===== src/rtl/legv8_pkg.sv =====
// Shared LEGv8 pipeline definitions.
//
// Contents:
//   ADDR_W        byte-address width of the PC and the instruction memory
//   INST_W        instruction width
//   BR_OFF_W      width of the signed word offset carried by B/CBZ redirects
//   HALT_WORD     the all-zero word that ends a program
//   fetch_state_t fetch-stage state encoding (RUN=0, HALTED=1)
package legv8_pkg;

    localparam int ADDR_W   = 12;
    localparam int INST_W   = 32;
    localparam int BR_OFF_W = 26;

    localparam logic [31:0] HALT_WORD = 32'h0000_0000;

    typedef enum logic [0:0] {
        RUN    = 1'b0,
        HALTED = 1'b1
    } fetch_state_t;

endpackage : legv8_pkg


===== src/rtl/branch_target_adder.sv =====
// Branch target adder.
//
// Combinational: target = {base_pc[ADDR_W-1:2], 2'b00} + (sext(offset) << 2),
// computed modulo 2^ADDR_W. Shared by the fetch-stage redirect path and the
// execute-stage branch unit.
//
// Ports:
//   base_pc  in  ADDR_W    PC of the branch instruction (low two bits ignored)
//   offset   in  OFF_W     signed word offset
//   target   out ADDR_W    word-aligned branch target
module branch_target_adder #(
    parameter int ADDR_W = legv8_pkg::ADDR_W,
    parameter int OFF_W  = legv8_pkg::BR_OFF_W
) (
    input  logic [ADDR_W-1:0] base_pc,
    input  logic [OFF_W-1:0]  offset,
    output logic [ADDR_W-1:0] target
);

    logic [ADDR_W-1:0] aligned_base;
    logic [ADDR_W-1:0] byte_offset;

    // Clear the low bits by masking so a misaligned branch PC cannot leak
    // into the target.
    assign aligned_base = base_pc & ~ADDR_W'(3);

    // Sign-extend to well beyond ADDR_W, append the x4 shift, then keep the
    // low ADDR_W bits. Works whether ADDR_W is narrower or wider than the
    // shifted offset; the truncation is the modulo-2^ADDR_W wrap.
    assign byte_offset = ADDR_W'({{ADDR_W{offset[OFF_W-1]}}, offset, 2'b00});

    assign target = aligned_base + byte_offset;

endmodule : branch_target_adder


===== src/rtl/instruction_fetch_unit.sv =====
// LEGv8 instruction fetch unit.
//
// Owns the program counter, drives the instruction-memory byte address,
// captures the returned word into the IF/ID register and hands it to decode.
// Handles branch redirects, decode back-pressure and halt on an all-zero word.
//
// Handshake: if_valid/id_ready follow strict valid/ready rules. A transfer
// happens on a rising edge where if_valid && id_ready. While if_valid is high
// and id_ready is low, if_inst and if_pc hold their values. if_valid never
// depends combinationally on id_ready. A redirect may drop if_valid at any
// time (wrong-path flush), which is the only way valid falls without a
// transfer.
//
// Ports:
//   clk          in   rising-edge clock
//   rst_n        in   asynchronous active-low reset
//   pc_addr      out  byte address to instruction memory (the PC register)
//   inst_in      in   word at pc_addr, combinational from memory
//   br_valid     in   redirect request, one-cycle pulse
//   br_pc        in   PC of the branch instruction
//   br_offset    in   signed word offset of the branch
//   if_valid     out  IF/ID register holds a valid instruction
//   if_inst      out  captured instruction
//   if_pc        out  PC of if_inst
//   id_ready     in   decode accepts if_inst this cycle
//   halted       out  fetch has stopped on a halt word
//   fetch_state  out  current fetch state, for observation
module instruction_fetch_unit
    import legv8_pkg::fetch_state_t, legv8_pkg::RUN, legv8_pkg::HALTED,
           legv8_pkg::HALT_WORD;
#(
    parameter int                ADDR_W   = legv8_pkg::ADDR_W,
    parameter int                INST_W   = legv8_pkg::INST_W,
    parameter logic [ADDR_W-1:0] RESET_PC = '0
) (
    input  logic                        clk,
    input  logic                        rst_n,
    output logic [ADDR_W-1:0]           pc_addr,
    input  logic [INST_W-1:0]           inst_in,
    input  logic                        br_valid,
    input  logic [ADDR_W-1:0]           br_pc,
    input  logic [legv8_pkg::BR_OFF_W-1:0] br_offset,
    output logic                        if_valid,
    output logic [INST_W-1:0]           if_inst,
    output logic [ADDR_W-1:0]           if_pc,
    input  logic                        id_ready,
    output logic                        halted,
    output fetch_state_t                fetch_state
);

    // The PC is always word aligned, including straight out of reset.
    localparam logic [ADDR_W-1:0] RESET_PC_ALIGNED = RESET_PC & ~ADDR_W'(3);

    logic [ADDR_W-1:0] pc_q;
    fetch_state_t      state_q;
    logic              if_valid_q;
    logic [INST_W-1:0] if_inst_q;
    logic [ADDR_W-1:0] if_pc_q;
    logic              halted_q;

    logic [ADDR_W-1:0] br_target;
    logic [ADDR_W-1:0] pc_seq;
    logic              slot_free;
    logic              is_halt_word;

    branch_target_adder #(
        .ADDR_W (ADDR_W),
        .OFF_W  (legv8_pkg::BR_OFF_W)
    ) u_br_adder (
        .base_pc (br_pc),
        .offset  (br_offset),
        .target  (br_target)
    );

    // Sequential next PC; the adder width makes 0xFFC + 4 wrap to 0x000.
    assign pc_seq = pc_q + ADDR_W'(4);

    // The IF/ID slot can be refilled when it is empty or being drained now.
    assign slot_free = !if_valid_q || id_ready;

    assign is_halt_word = (inst_in == INST_W'(HALT_WORD));

    always_ff @(posedge clk or negedge rst_n) begin
        if (!rst_n) begin
            pc_q       <= RESET_PC_ALIGNED;
            state_q    <= RUN;
            if_valid_q <= 1'b0;
            if_inst_q  <= '0;
            if_pc_q    <= '0;
            halted_q   <= 1'b0;
        end else if (br_valid) begin
            // Redirect outranks stall and halt in every state. The slot is
            // flushed because whatever it holds came from the wrong path;
            // if_inst/if_pc keep their old contents but are no longer valid.
            pc_q       <= br_target;
            if_valid_q <= 1'b0;
            state_q    <= RUN;
            halted_q   <= 1'b0;
        end else begin
            unique case (state_q)
                RUN: begin
                    if (slot_free) begin
                        if (is_halt_word) begin
                            // PC parks on the halt word; nothing is issued.
                            if_valid_q <= 1'b0;
                            state_q    <= HALTED;
                            halted_q   <= 1'b1;
                        end else begin
                            if_inst_q  <= inst_in;
                            if_pc_q    <= pc_q;
                            if_valid_q <= 1'b1;
                            pc_q       <= pc_seq;
                        end
                    end
                    // Slot busy: everything holds and memory is re-read at
                    // the same address next cycle.
                end
                HALTED: begin
                    if_valid_q <= 1'b0;
                end
                default: begin
                    state_q <= RUN;
                end
            endcase
        end
    end

    assign pc_addr     = pc_q;
    assign if_valid    = if_valid_q;
    assign if_inst     = if_inst_q;
    assign if_pc       = if_pc_q;
    assign halted      = halted_q;
    assign fetch_state = state_q;

endmodule : instruction_fetch_unit


===== config.mk =====
export PLATFORM = sky130hd
export DESIGN_NAME = instruction_fetch_unit
export DESIGN_NICKNAME = d
export VERILOG_FILES = /design/src/rtl/legv8_pkg.sv /design/src/rtl/branch_target_adder.sv /design/src/rtl/instruction_fetch_unit.sv
export SDC_FILE = /design/constraint.sdc
export NUM_CORES = 1
export LEC_CHECK = 0
export BUFFER_PORTS_ARGS = -buffer_cell sky130_fd_sc_hd__buf_2
export CAP_MARGIN = 20
export CELL_PAD_IN_SITES_DETAIL_PLACEMENT = 1
export CELL_PAD_IN_SITES_GLOBAL_PLACEMENT = 2
export CORE_UTILIZATION = 31
export DETAILED_ROUTE_END_ITERATION = 8
export PLACE_DENSITY_LB_ADDON = 0.1
export SLEW_MARGIN = 20
export SYNTH_ARGS = -nofsm -noshare
export SYNTH_HDL_FRONTEND = slang
export SYNTH_HIERARCHICAL = 1
export SYNTH_SLANG_ARGS = --single-unit

===== constraint.sdc =====
create_clock -name clk -period 2.9 [get_ports clk]
set_input_delay 0.725 -clock clk [delete_from_list [all_inputs] [get_ports clk]]
set_output_delay 0.725 -clock clk [all_outputs]
set_load 0.03 [all_outputs]

Word level (Yosys, flattened, before mapping)
Index checks and enable logic that the tools add are counted.
{"block": "classes", "n_addsub": 2, "n_eq_ne": 3, "mux": 16, "bitwise_logic": 3, "reduce_logical": 8}
{"cell": "$mux 12", "count": 4}
{"cell": "$logic_not 32->1", "count": 1}
{"cell": "$add 12x12->12", "count": 1}
{"cell": "$add 12x3->12 const B", "count": 1}
{"cell": "$mux 1", "count": 11}
{"cell": "$reduce_and 3->1", "count": 2}
{"cell": "$ne 2x2->1 const B", "count": 2}
{"cell": "$reduce_and 4->1", "count": 1}
{"cell": "$reduce_bool 2->1", "count": 2}
{"cell": "$ne 3x3->1 const B", "count": 1}
{"cell": "$not 1->1", "count": 3}
{"cell": "$pmux 1 s2", "count": 1}
{"cell": "$logic_not 1->1", "count": 1}
{"cell": "$logic_or 1x1->1", "count": 1}
{"block": "word_totals", "reg_bits": 59, "inputBits": 74, "out_inout_bits": 59, "word_cells": 38}

Longest topological paths before layout
Gate-level depths: netlist of run 1.
{"block": "logic_depth", "ltp_word": 5, "ltp_mapped": 9, "mapped_depth_nobuf": 9}

Cells and area by module
Netlist of run 1, hierarchy kept.
{"module": "instruction_fetch_unit", "n_inst": 1, "cells_per_inst": 205, "area_each_um2": 2638.8, "seq_area_each_um2": 1476.4}
{"module": "branch_target_adder", "n_inst": 1, "cells_per_inst": 54, "area_each_um2": 404.1, "seq_area_each_um2": 0.0}

Least setup slack after synthesis of run 1
No wires, ideal clock.
{"block": "synth_path", "kind": "input to register", "startpoint": "input port inst_in[16]", "endpoint": "register if_inst_q[31], in the netlist if_inst[31]", "setup_ps": 125, "arrival_time_ps": 2215, "t_required_ps": 2775, "path_slack_ps": 560, "stages": 5, "n_path_buf": 1, "cell_sequence": "nor4_1 > nand4_1 > o211ai_4 > buf_6 > mux2_2"}
{"block": "synth_via", "elab_chain_cells": 3}
{"element": "start: declaration", "line_no": "instruction_fetch_unit.sv:39", "text": "input logic [INST_W-1:0] inst_in,"}
{"element": "$logic_not 32->1", "line_no": "instruction_fetch_unit.sv:81", "text": "assign is_halt_word = (inst_in == INST_W'(HALT_WORD));"}
{"element": "$not 1->1 (no source line)"}
{"element": "$reduce_and 4->1 (no source line)"}
{"element": "end signal: assignment", "line_no": "instruction_fetch_unit.sv:109", "text": "if_inst_q <= inst_in;"}
{"element": "end: declaration", "line_no": "instruction_fetch_unit.sv:57", "text": "logic [INST_W-1:0] if_inst_q;"}
No other way between the ends.
A chain may end at the register's enable or synchronous reset.

Final worst setup path of run 1
{"block": "layout_path", "startpoint": "input port inst_in[17]", "endpoint": "register if_inst_q[4], in the netlist if_inst[4]"}
Same word-level chain as after synthesis.

==> qor.csv, run 1 <==
metric,value,unit
outcome,finished clean,
Area contributors post-synth,"dfrtp_1 (49%), mux2_2 (16%), ha_1 (4.1%)",
Finished Layout Cells,515,
pre-CTS WS,0.250,ns
CTS Buffer Depth,2,
peak supply drop,0.262,mV
CTS clock-pin slew for the worst setup and hold paths,0.06,ns
WL final,8060,microns
Die Area,0.0102,sq mm
Area Growth Syn to Fin,30.4,%
CTS tree,yes,
Cell Pwr Density,650,mW/mm^2
clk_skew,0.00805,ns
share of layout cells above drive strength 1,0.474,
Setup crit start,inst_in[17],
syn_area_per_cell,11.7,sq um
first-pass detailed-route iteration total,4,
vias in the first global route,2507,
post-CTS sizing,0,
synthesized instance count,259,
crit share post-route,0.786,
Core Rows,35,
total power,2.58,mW
# diodes,0,
"Core Util, Final",0.423,
Netlist cell types,40,
Die H,101,microns
H-Tree Depth,3,
Max Freq,439,MHz
Yosys top cell by area,dfrtp_1,
GP Congestion,0.713,
Yosys reg bits,59,
setup TNS,0,ns
drt initial violations,58,
cts hold-fix bufs,0,
fin. max-slew vios,0,
final setup violating endpoints,0,
"Hold Vio Cnt, Final",0,
combinational share of power,0.317,
CTS Buf Count,9,
min-delay worst type,input port to async pin,
gr usage total,0.167,
core area,0.00937,sq mm
P_leak,1.89,nW
RSZ-0062 raised after global routing,false,
Placed Instances,500,
buffers added on ports,114,
"EDFF count, synth",0,
switch share,0.365,
critical path launch point type,input port,
CTS sink cnt,59,
worst r2r src,pc_addr[2],
layout net count,467,
total grt overflow,0,
Post-DP Area,0.00379,sq mm
global-route wire length before repair,12900,microns
WHS,0.391,ns
crit-path cells,buf_2 > nor4_1 > nand4_1 > o211ai_4 > buf_4 > mux2_2,
Post-synth top flop,dfrtp_1,
slowest CP cell,nor4_1,
setup bufs post-CTS,0,
NetSw,0.942,mW
Period minus WS final,2.28,ns
maxcap violations,0,
clk root buf,clkbuf_8,
Synth top cells by count,"dfrtp_1 (59), mux2_2 (43), nand2_1 (20)",
starting density of the core,0.325,
largest net degree at the start of global routing,31,
setup ws final,0.621,ns
synth warn,6,
Final ANT Viol Nets,0,
worst-margin pin slew,0.668,ns
share of power burned in registers,0.411,
asr flop ratio synth,1.00,
"Clk Latency, worst-skew pair",0.35,ns
top-count cell post-synth,dfrtp_1,
routed vias,2500,
final HPWL from detailed placement,6050,microns
"slowest stage delay, CP",0.46,ns
Crit. End Element,flip-flop,
internal power,1.64,mW
critical path required time,3.13,ns
DIE WIDTH,101,microns
DRC,0,
initial antenna violation count,0,
DR WL/cell,15.6,microns
Clock Power Share,0.273,
"Cell Area, Synth",0.00304,sq mm
sequential-to-total area share from yosys stat,0.485,
Crit Path Max Fanout,14,
Synth top area share,0.485,
Worst slew margin,0.551,
Setup CP Type,input port to flip-flop,
post-route cell area,0.00397,sq mm
crit path DAT,2.51,ns
detailed-route vias per instance,4.85,
I/O Pins,133,
[final cells by class]
| class | count | area (sq um) |
|---|---|---|
| Fill cell | 1105 | 5400 |
| Sequential cell | 59 | 1480 |
| Multi-Input combinational cell | 181 | 1460 |
| Timing Repair Buffer | 123 | 663 |
| Clock buffer | 13 | 169 |
| Tap cell | 129 | 161 |
| Inverter | 8 | 30.0 |
| Clock inverter | 2 | 10.0 |
[power by group through the flow]
stage | clock (mW) | combinational, mW | sequential, mW
6_report | 0.703 | 0.817 | 1.06
4_1_cts | 0.730 | 0.831 | 1.06
2_1_floorplan | 0 | 0.271 | 1.35
5_1_grt | 0.756 | 0.879 | 1.08
3_5_place_dp | 0 | 0.830 | 1.08
3_3_place_gp | 0 | 0.819 | 1.07
[routing by layer]
layer | part of all wire | up-vias | routed length (microns) | GRT usage
li1 | - | 1196 | - | -
met1 | 0.45 | 1231 | 3590 | 0.215
met2 | 0.49 | 61 | 3960 | 0.269
met3 | 0.049 | 12 | 391 | 0.0465
met4 | 0.015 | 0 | 117 | 0.0602
met5 | 0 | - | 0 | 0
[cells by family after synthesis]
logic type	after synthesis	share of synthesized area
simple gates	68	0.111
flops	59	0.485
other cells	1	0.00123
fa+ha+maj	11	0.0477
xor+xnor	9	0.0259
compound gates	45	0.121
buf+inv	20	0.0370
mux	46	0.170
[cells in the final DEF (no fill, tap or decap), drive strengths merged]
cell / Yosys / routed
a21boi: 3 / 3
clkinv: 0 / 2
and3: 2 / 2
o211ai: 16 / 16
inv: 8 / 8
nand4: 3 / 3
o221ai: 1 / 1
mux2: 46 / 46
nand3: 6 / 6
xnor2: 7 / 7
and2: 5 / 5
o2111ai: 5 / 5
o211a: 4 / 4
a21o: 2 / 2
a21oi: 5 / 5
a31oi: 3 / 3
nor3: 1 / 1
nand2b: 1 / 1
or4b: 1 / 1
dfrtp: 59 / 59
ha: 10 / 10
a221oi: 1 / 1
o21ai: 1 / 1
clkbuf: 6 / 13
nor4: 9 / 9
a2111o: 1 / 1
nand2: 20 / 20
a221o: 1 / 1
conb: 1 / 2
o31a: 1 / 1
fa: 1 / 1
nor2b: 2 / 2
o2111a: 1 / 1
nor3b: 1 / 1
and4: 2 / 2
nor2: 15 / 15
buf: 6 / 123
xor2: 2 / 2
[final timing paths]
kind,to,slack [ns],cells past startpoint
min in group clk,if_inst[5],0.48,1
setup / recovery,if_inst[4],0.62,6
hold reg to reg,if_inst[5],0.48,1
max in group asynchronous,if_inst[12],1.92,2
setup reg to reg,pc_addr[7],1.01,4
hold / removal,if_inst[11],0.39,1
[state kept, by name, summed over array words and instances (netlist names)]
| signal | cells |
|---|---|
| if_valid | 1 |
| fetch_state | 1 |
| if_pc | 12 |
| halted | 1 |
| if_inst | 32 |
| pc_addr | 12 |
[critical path: cells and delay by family]
family | cells | cell delay [ns]
AND/OR/NAND/NOR | 2 | 0.76
AO/OA/AOI/OAI | 1 | 0.29
multiplexers | 1 | 0.36
buffers and inverters | 2 | 0.36
Note: power is estimated with default switching activity, not from simulation.
==> run 2, diff against run 1 <==
Settings changed: ABC_AREA set to 1, CORE_UTILIZATION 31 to 23.
Clock period 2.9 ns to 1.9 ns, I/O delays scaled along.
==> qor.csv, run 2 <==
metric,value,unit
Area Growth Syn to Fin,33.9,%
drt initial violations,194,
final setup violating endpoints,0,
crit share post-route,0.880,
sequential-to-total area share from yosys stat,0.442,
core area,0.0140,sq mm
Die Area,0.0150,sq mm
Setup CP Type,input port to flip-flop,
share of layout cells above drive strength 1,0.279,
GP Congestion,0.765,
RSZ-0062 raised after global routing,false,
Yosys top cell by area,dfrtp_1,
Period minus WS final,1.67,ns
Netlist cell types,26,
"most common cell after layout, fill and taps aside",nand2_1,
GR Util met2,0.245,
I/O Pins,133,
vias in the first global route,3449,
"Clk Latency, worst-skew pair",0.33,ns
min-delay worst type,input port to async pin,
slowest CP cell,fa_1,
buffers added on ports,114,
Final ANT Viol Nets,0,
gr usage total,0.153,
post-route cell area,0.00447,sq mm
starting density of the core,0.238,
maxcap violations,0,
# diodes,0,
pre-CTS WS,-0.160,ns
global-route wire length before repair,17600,microns
syn_area_per_cell,7.47,sq um
setup ws final,0.228,ns
"Hold Vio Cnt, Final",0,
crit-path cells,buf_2 > ha_1 > inv_1 > fa_1 > o21ai_2 > nand2_1 > nand2_1 > nand2_1 > nand2_1 > nand2_1 > nand2_1 > nand2_1 > nand2_1,
DR WL/cell,14.6,microns
total grt overflow,0,
"slowest stage delay, CP",0.41,ns
critical path required time,2.17,ns
Die H,123,microns
Post-DP Area,0.00420,sq mm
crit path DAT,1.94,ns
Area contributors post-synth,"dfrtp_1 (44%), nand2_1 (21%), nand4_1 (9.0%)",
Cell Pwr Density,1000,mW/mm^2
Crit. End Element,flip-flop,
outcome,finished clean,
max reg flops,32,
initial antenna violation count,0,
routed vias,3348,
Stages on worst setup path,13,
clk_skew,0.00419,ns
Post-synth top flop,dfrtp_1,
Multi-input gate area,0.00164,sq mm
critical path launch point type,input port,
Setup crit start,br_offset[0],
fin. max-slew vios,0,
Bufs and invs on worst path,2,
DIE WIDTH,123,microns
"delay-heaviest family, CP",adder cells,
WL final,11000,microns
GR Layer Usage met3,0.0358,
Yosys reg bits,59,
"commonest non-fill, non-tap cells in the layout","nand2_1 (187), buf_2 (114), dfrtp_1 (59)",
H-Tree Depth,3,
worst r2r src,pc_addr[3],
synthesized instance count,447,
"EDFF count, synth",0,
layer with the highest usage,met2,
cts hold-fix bufs,0,
setup bufs post-CTS,0,
asr flop ratio synth,1.00,
detailed-route vias per instance,4.46,
Max Freq,598,MHz
Crit Path Max Fanout,3,
CTS sink cnt,59,
Finished Layout Cells,750,
CTS Buf Count,9,
Worst R2R Path Depth,9,
CTS tree,yes,
layout net count,652,
Core Rows,43,
P_leak,2.49,nW
Synth top cells by count,"nand2_1 (187), dfrtp_1 (59), nand4_1 (48)",
first-pass detailed-route iteration total,4,
met1 Use GR,0.203,
Placed Instances,736,
peak supply drop,0.424,mV
clk root buf,clkbuf_16,
post-CTS sizing,0,
Fillers,1764,
cell repeated most along the worst path,nand2_1,
sequential cell area,0.00148,sq mm
largest net degree at the start of global routing,60,
CTS Buffer Depth,2,
"Cell Area, Synth",0.00334,sq mm
top-count cell post-synth,nand2_1,
DRC,0,
CTS clock-pin slew for the worst setup and hold paths,0.05,ns
Synth top area share,0.442,
synth warn,6,
final HPWL from detailed placement,8080,microns
run 2: cell types whose count changed after synthesis, moves of 7 or more:
cell,delta
nand2_1,+167
nand4_1,+45
mux2_2,-43
nand3_1,+22
inv_1,+20
o211ai_1,-15
nor2_1,+13
nor4_1,-9
clkbuf_1,+7
run 2: routing by layer:
layer | vias up | wire length (microns)
li1 | 1689 | -
met1 | 1578 | 5270
met2 | 73 | 5060
met3 | 8 | 520
met4 | 0 | 108
met5 | - | 0
run 2: final timing paths:
kind                       slack (ns)     endpoint
max                              0.23  pc_addr[10]
min reg2reg                      0.46     if_pc[3]
max in group asynchronous        1.45  if_inst[27]
min in group clk                 0.42  if_inst[19]
max reg2reg                      0.29  pc_addr[10]
min                              0.15   if_inst[7]
run 2: worst reg2reg max path, cell delays in order (launching register included):
cell	delay (ns)
dfrtp_1	0.45
ha_1	0.20
nand2_1	0.07
nor2_1	0.35
nand3_1	0.14
nand2_1	0.09
nand3_1	0.07
nand2_1	0.07
nand2_1	0.05
nand2_1	0.06
run 2: cell type report:
cell class                 instances  area share
tap                              180      0.0504
multi-input combinational        335       0.367
sequential                        59       0.330
clock inverter                     3     0.00336
timing repair buffer             134       0.170
inverter                          28      0.0235
clock buffer                      11      0.0565
run 2: logic make-up (layout without fill, tap and decap cells):
kind of cell    Yosys count  in the layout  synth area share
compound gates           13             13            0.0213
xor+xnor                  8              8            0.0210
fa+ha+maj                11             11            0.0434
buf+inv                  54            176            0.0700
flops                    59             59             0.442
other cells               1              2           0.00112
simple gates            301            301             0.401
run 2: report_power, final:
group / switching [mW] / total, mW / leakage, nW / internal (mW)
combinational: 0.926 / 1.36 / 1.62 / 0.435
sequential: 0.167 / 1.63 / 0.733 / 1.46
clock: 0.550 / 1.48 / 0.137 / 0.930
run 2: per-stage QoR:
step           utilization  TNS [ns]  hold slack (ns)  power (mW)
2_1_floorplan            -         0            0.179        2.51
3_3_place_gp         0.299    -0.259            0.448        3.01
3_5_place_dp         0.299    -0.476            0.454        3.04
4_1_cts              0.318         0            0.169        4.57
5_1_grt              0.318         0            0.177        4.76
6_report             0.318         0            0.153        4.47
==> run 3, diff against run 2 <==
Settings changed: RECOVER_POWER set to 100.
==> qor.csv, run 3 (same netlist as run 2, synthesis figures left out) <==
metric,value,unit
clk_skew,0.00436,ns
Worst slew margin,0.0464,
starting density of the core,0.238,
"Clk Latency, worst-skew pair",0.33,ns
drt initial violations,195,
Area Growth Syn to Fin,29.7,%
total grt overflow,0,
maxcap violations,0,
core area,0.0140,sq mm
critical path launch point type,flip-flop,
Die H,123,microns
detailed-route vias per instance,4.51,
peak supply drop,0.424,mV
setup bufs post-CTS,0,
reg2reg end,pc_addr[10],
CTS Buf Count,9,
slowest CP cell,dfrtp_1,
final HPWL from detailed placement,8080,microns
crit share post-route,0.901,
Die Area,0.0150,sq mm
Hold Path Cell Cnt,3,
Hold Path Sink,if_inst[19],
buffers added on ports,114,
worst r2r src,pc_addr[3],
vias in the first global route,3449,
post-route cell area,0.00433,sq mm
R2R setup slack,0.29,ns
crit path DAT,1.24,ns
share of layout cells above drive strength 1,0.168,
crit-path cells,clkbuf_1,
outcome,finished clean,
Finished Layout Cells,750,
Crit Path Max Fanout,10,
Final ANT Viol Nets,0,
"delay-heaviest family, CP",flip-flops,
CTS Buffer Depth,2,
min-delay worst type,input port to flip-flop,
CTS tree,yes,
Worst R2R Path Depth,9,
clk root buf,clkbuf_16,
first-pass detailed-route iteration total,5,
"slowest stage delay, CP",0.56,ns
RSZ-0062 raised after global routing,false,
Core Rows,43,
gr usage total,0.153,
global-route wire length before repair,17600,microns
DRC,0,
max reg flops,32,
I/O Pins,133,
routed vias,3380,
worst-margin pin slew,1.43,ns
CTS clock-pin slew for the worst setup and hold paths,0.05,ns
Post-DP Area,0.00420,sq mm
GP Congestion,0.765,
"Core Util, Final",0.309,
# diodes,0,
critical path required time,1.42,ns
P_leak,2.28,nW
fin. max-slew vios,0,
Bufs and invs on worst path,1,
post-CTS sizing,0,
Max Freq,584,MHz
CTS sink cnt,59,
Fillers,1798,
Period minus WS final,1.71,ns
Stages on worst setup path,1,
DIE WIDTH,123,microns
"commonest non-fill, non-tap cells in the layout","nand2_1 (188), clkbuf_1 (60), dfrtp_1 (59)",
cts hold-fix bufs,0,
largest net degree at the start of global routing,60,
WL final,11000,microns
Crit. End Element,primary output,
hold path startpoint,inst_in[19],
Setup CP Type,flip-flop to primary output,
"most common cell after layout, fill and taps aside",nand2_1,
Cell Pwr Density,1020,mW/mm^2
"Hold Vio Cnt, Final",0,
H-Tree Depth,3,
layout net count,652,
final setup violating endpoints,0,
Placed Instances,736,
initial antenna violation count,0,
DR WL/cell,14.7,microns
run 3: worst min-delay path, stage by stage:
cell,delay (ns)
buf_2,0.09
nand4_1,0.08
nand2_1,0.07
run 3: worst max-delay path by stage:
stage	startpoint	slack [ns]	end
global route	inst_in[1]	0.04	pc_addr[7]
CTS	br_offset[0]	0.20	pc_addr[8]
global placement	br_offset[0]	-0.12	pc_addr[10]
finish	pc_addr[7]	0.19	pc_addr[7]
floorplan	br_offset[0]	0.11	pc_addr[10]
detailed placement	br_offset[0]	-0.16	pc_addr[8]
run 3: metal layers:
metal,up-vias,routed length [microns],track usage
met3,12,493,0.0358
met5,-,0,0
met1,1602,5310,0.203
met2,75,5050,0.245
li1,1691,-,-
met4,0,150,0.0503
run 3: metrics by stage:
step	setup WS [ns]	setup TNS (ns)	hold WS, ns	total power [mW]
after floorplan	0.113	0	0.179	2.51
after global placement	-0.119	-0.259	0.448	3.01
after detailed placement	-0.160	-0.476	0.454	3.04
after CTS	0.200	0	0.169	4.57
after global routing	0.0385	0	0.429	4.69
final	0.188	0	0.416	4.41
run 3: final cells by class:
cell class              count  area, sq um  area share
clock buffers              11          253      0.0583
clock inverters             3         15.0     0.00346
inverters                  28          105      0.0242
multi-input cells         335         1620       0.374
flip-flops and latches     59         1480       0.341
well taps                 180          225      0.0520
repair buffers            134          638       0.147
run 3: power by group:
| part | switching, mW | internal (mW) |
|---|---|---|
| sequential | 0.175 | 1.46 |
| combinational | 0.927 | 0.360 |
| clock | 0.554 | 0.930 |
| total | 1.66 | 2.75 |
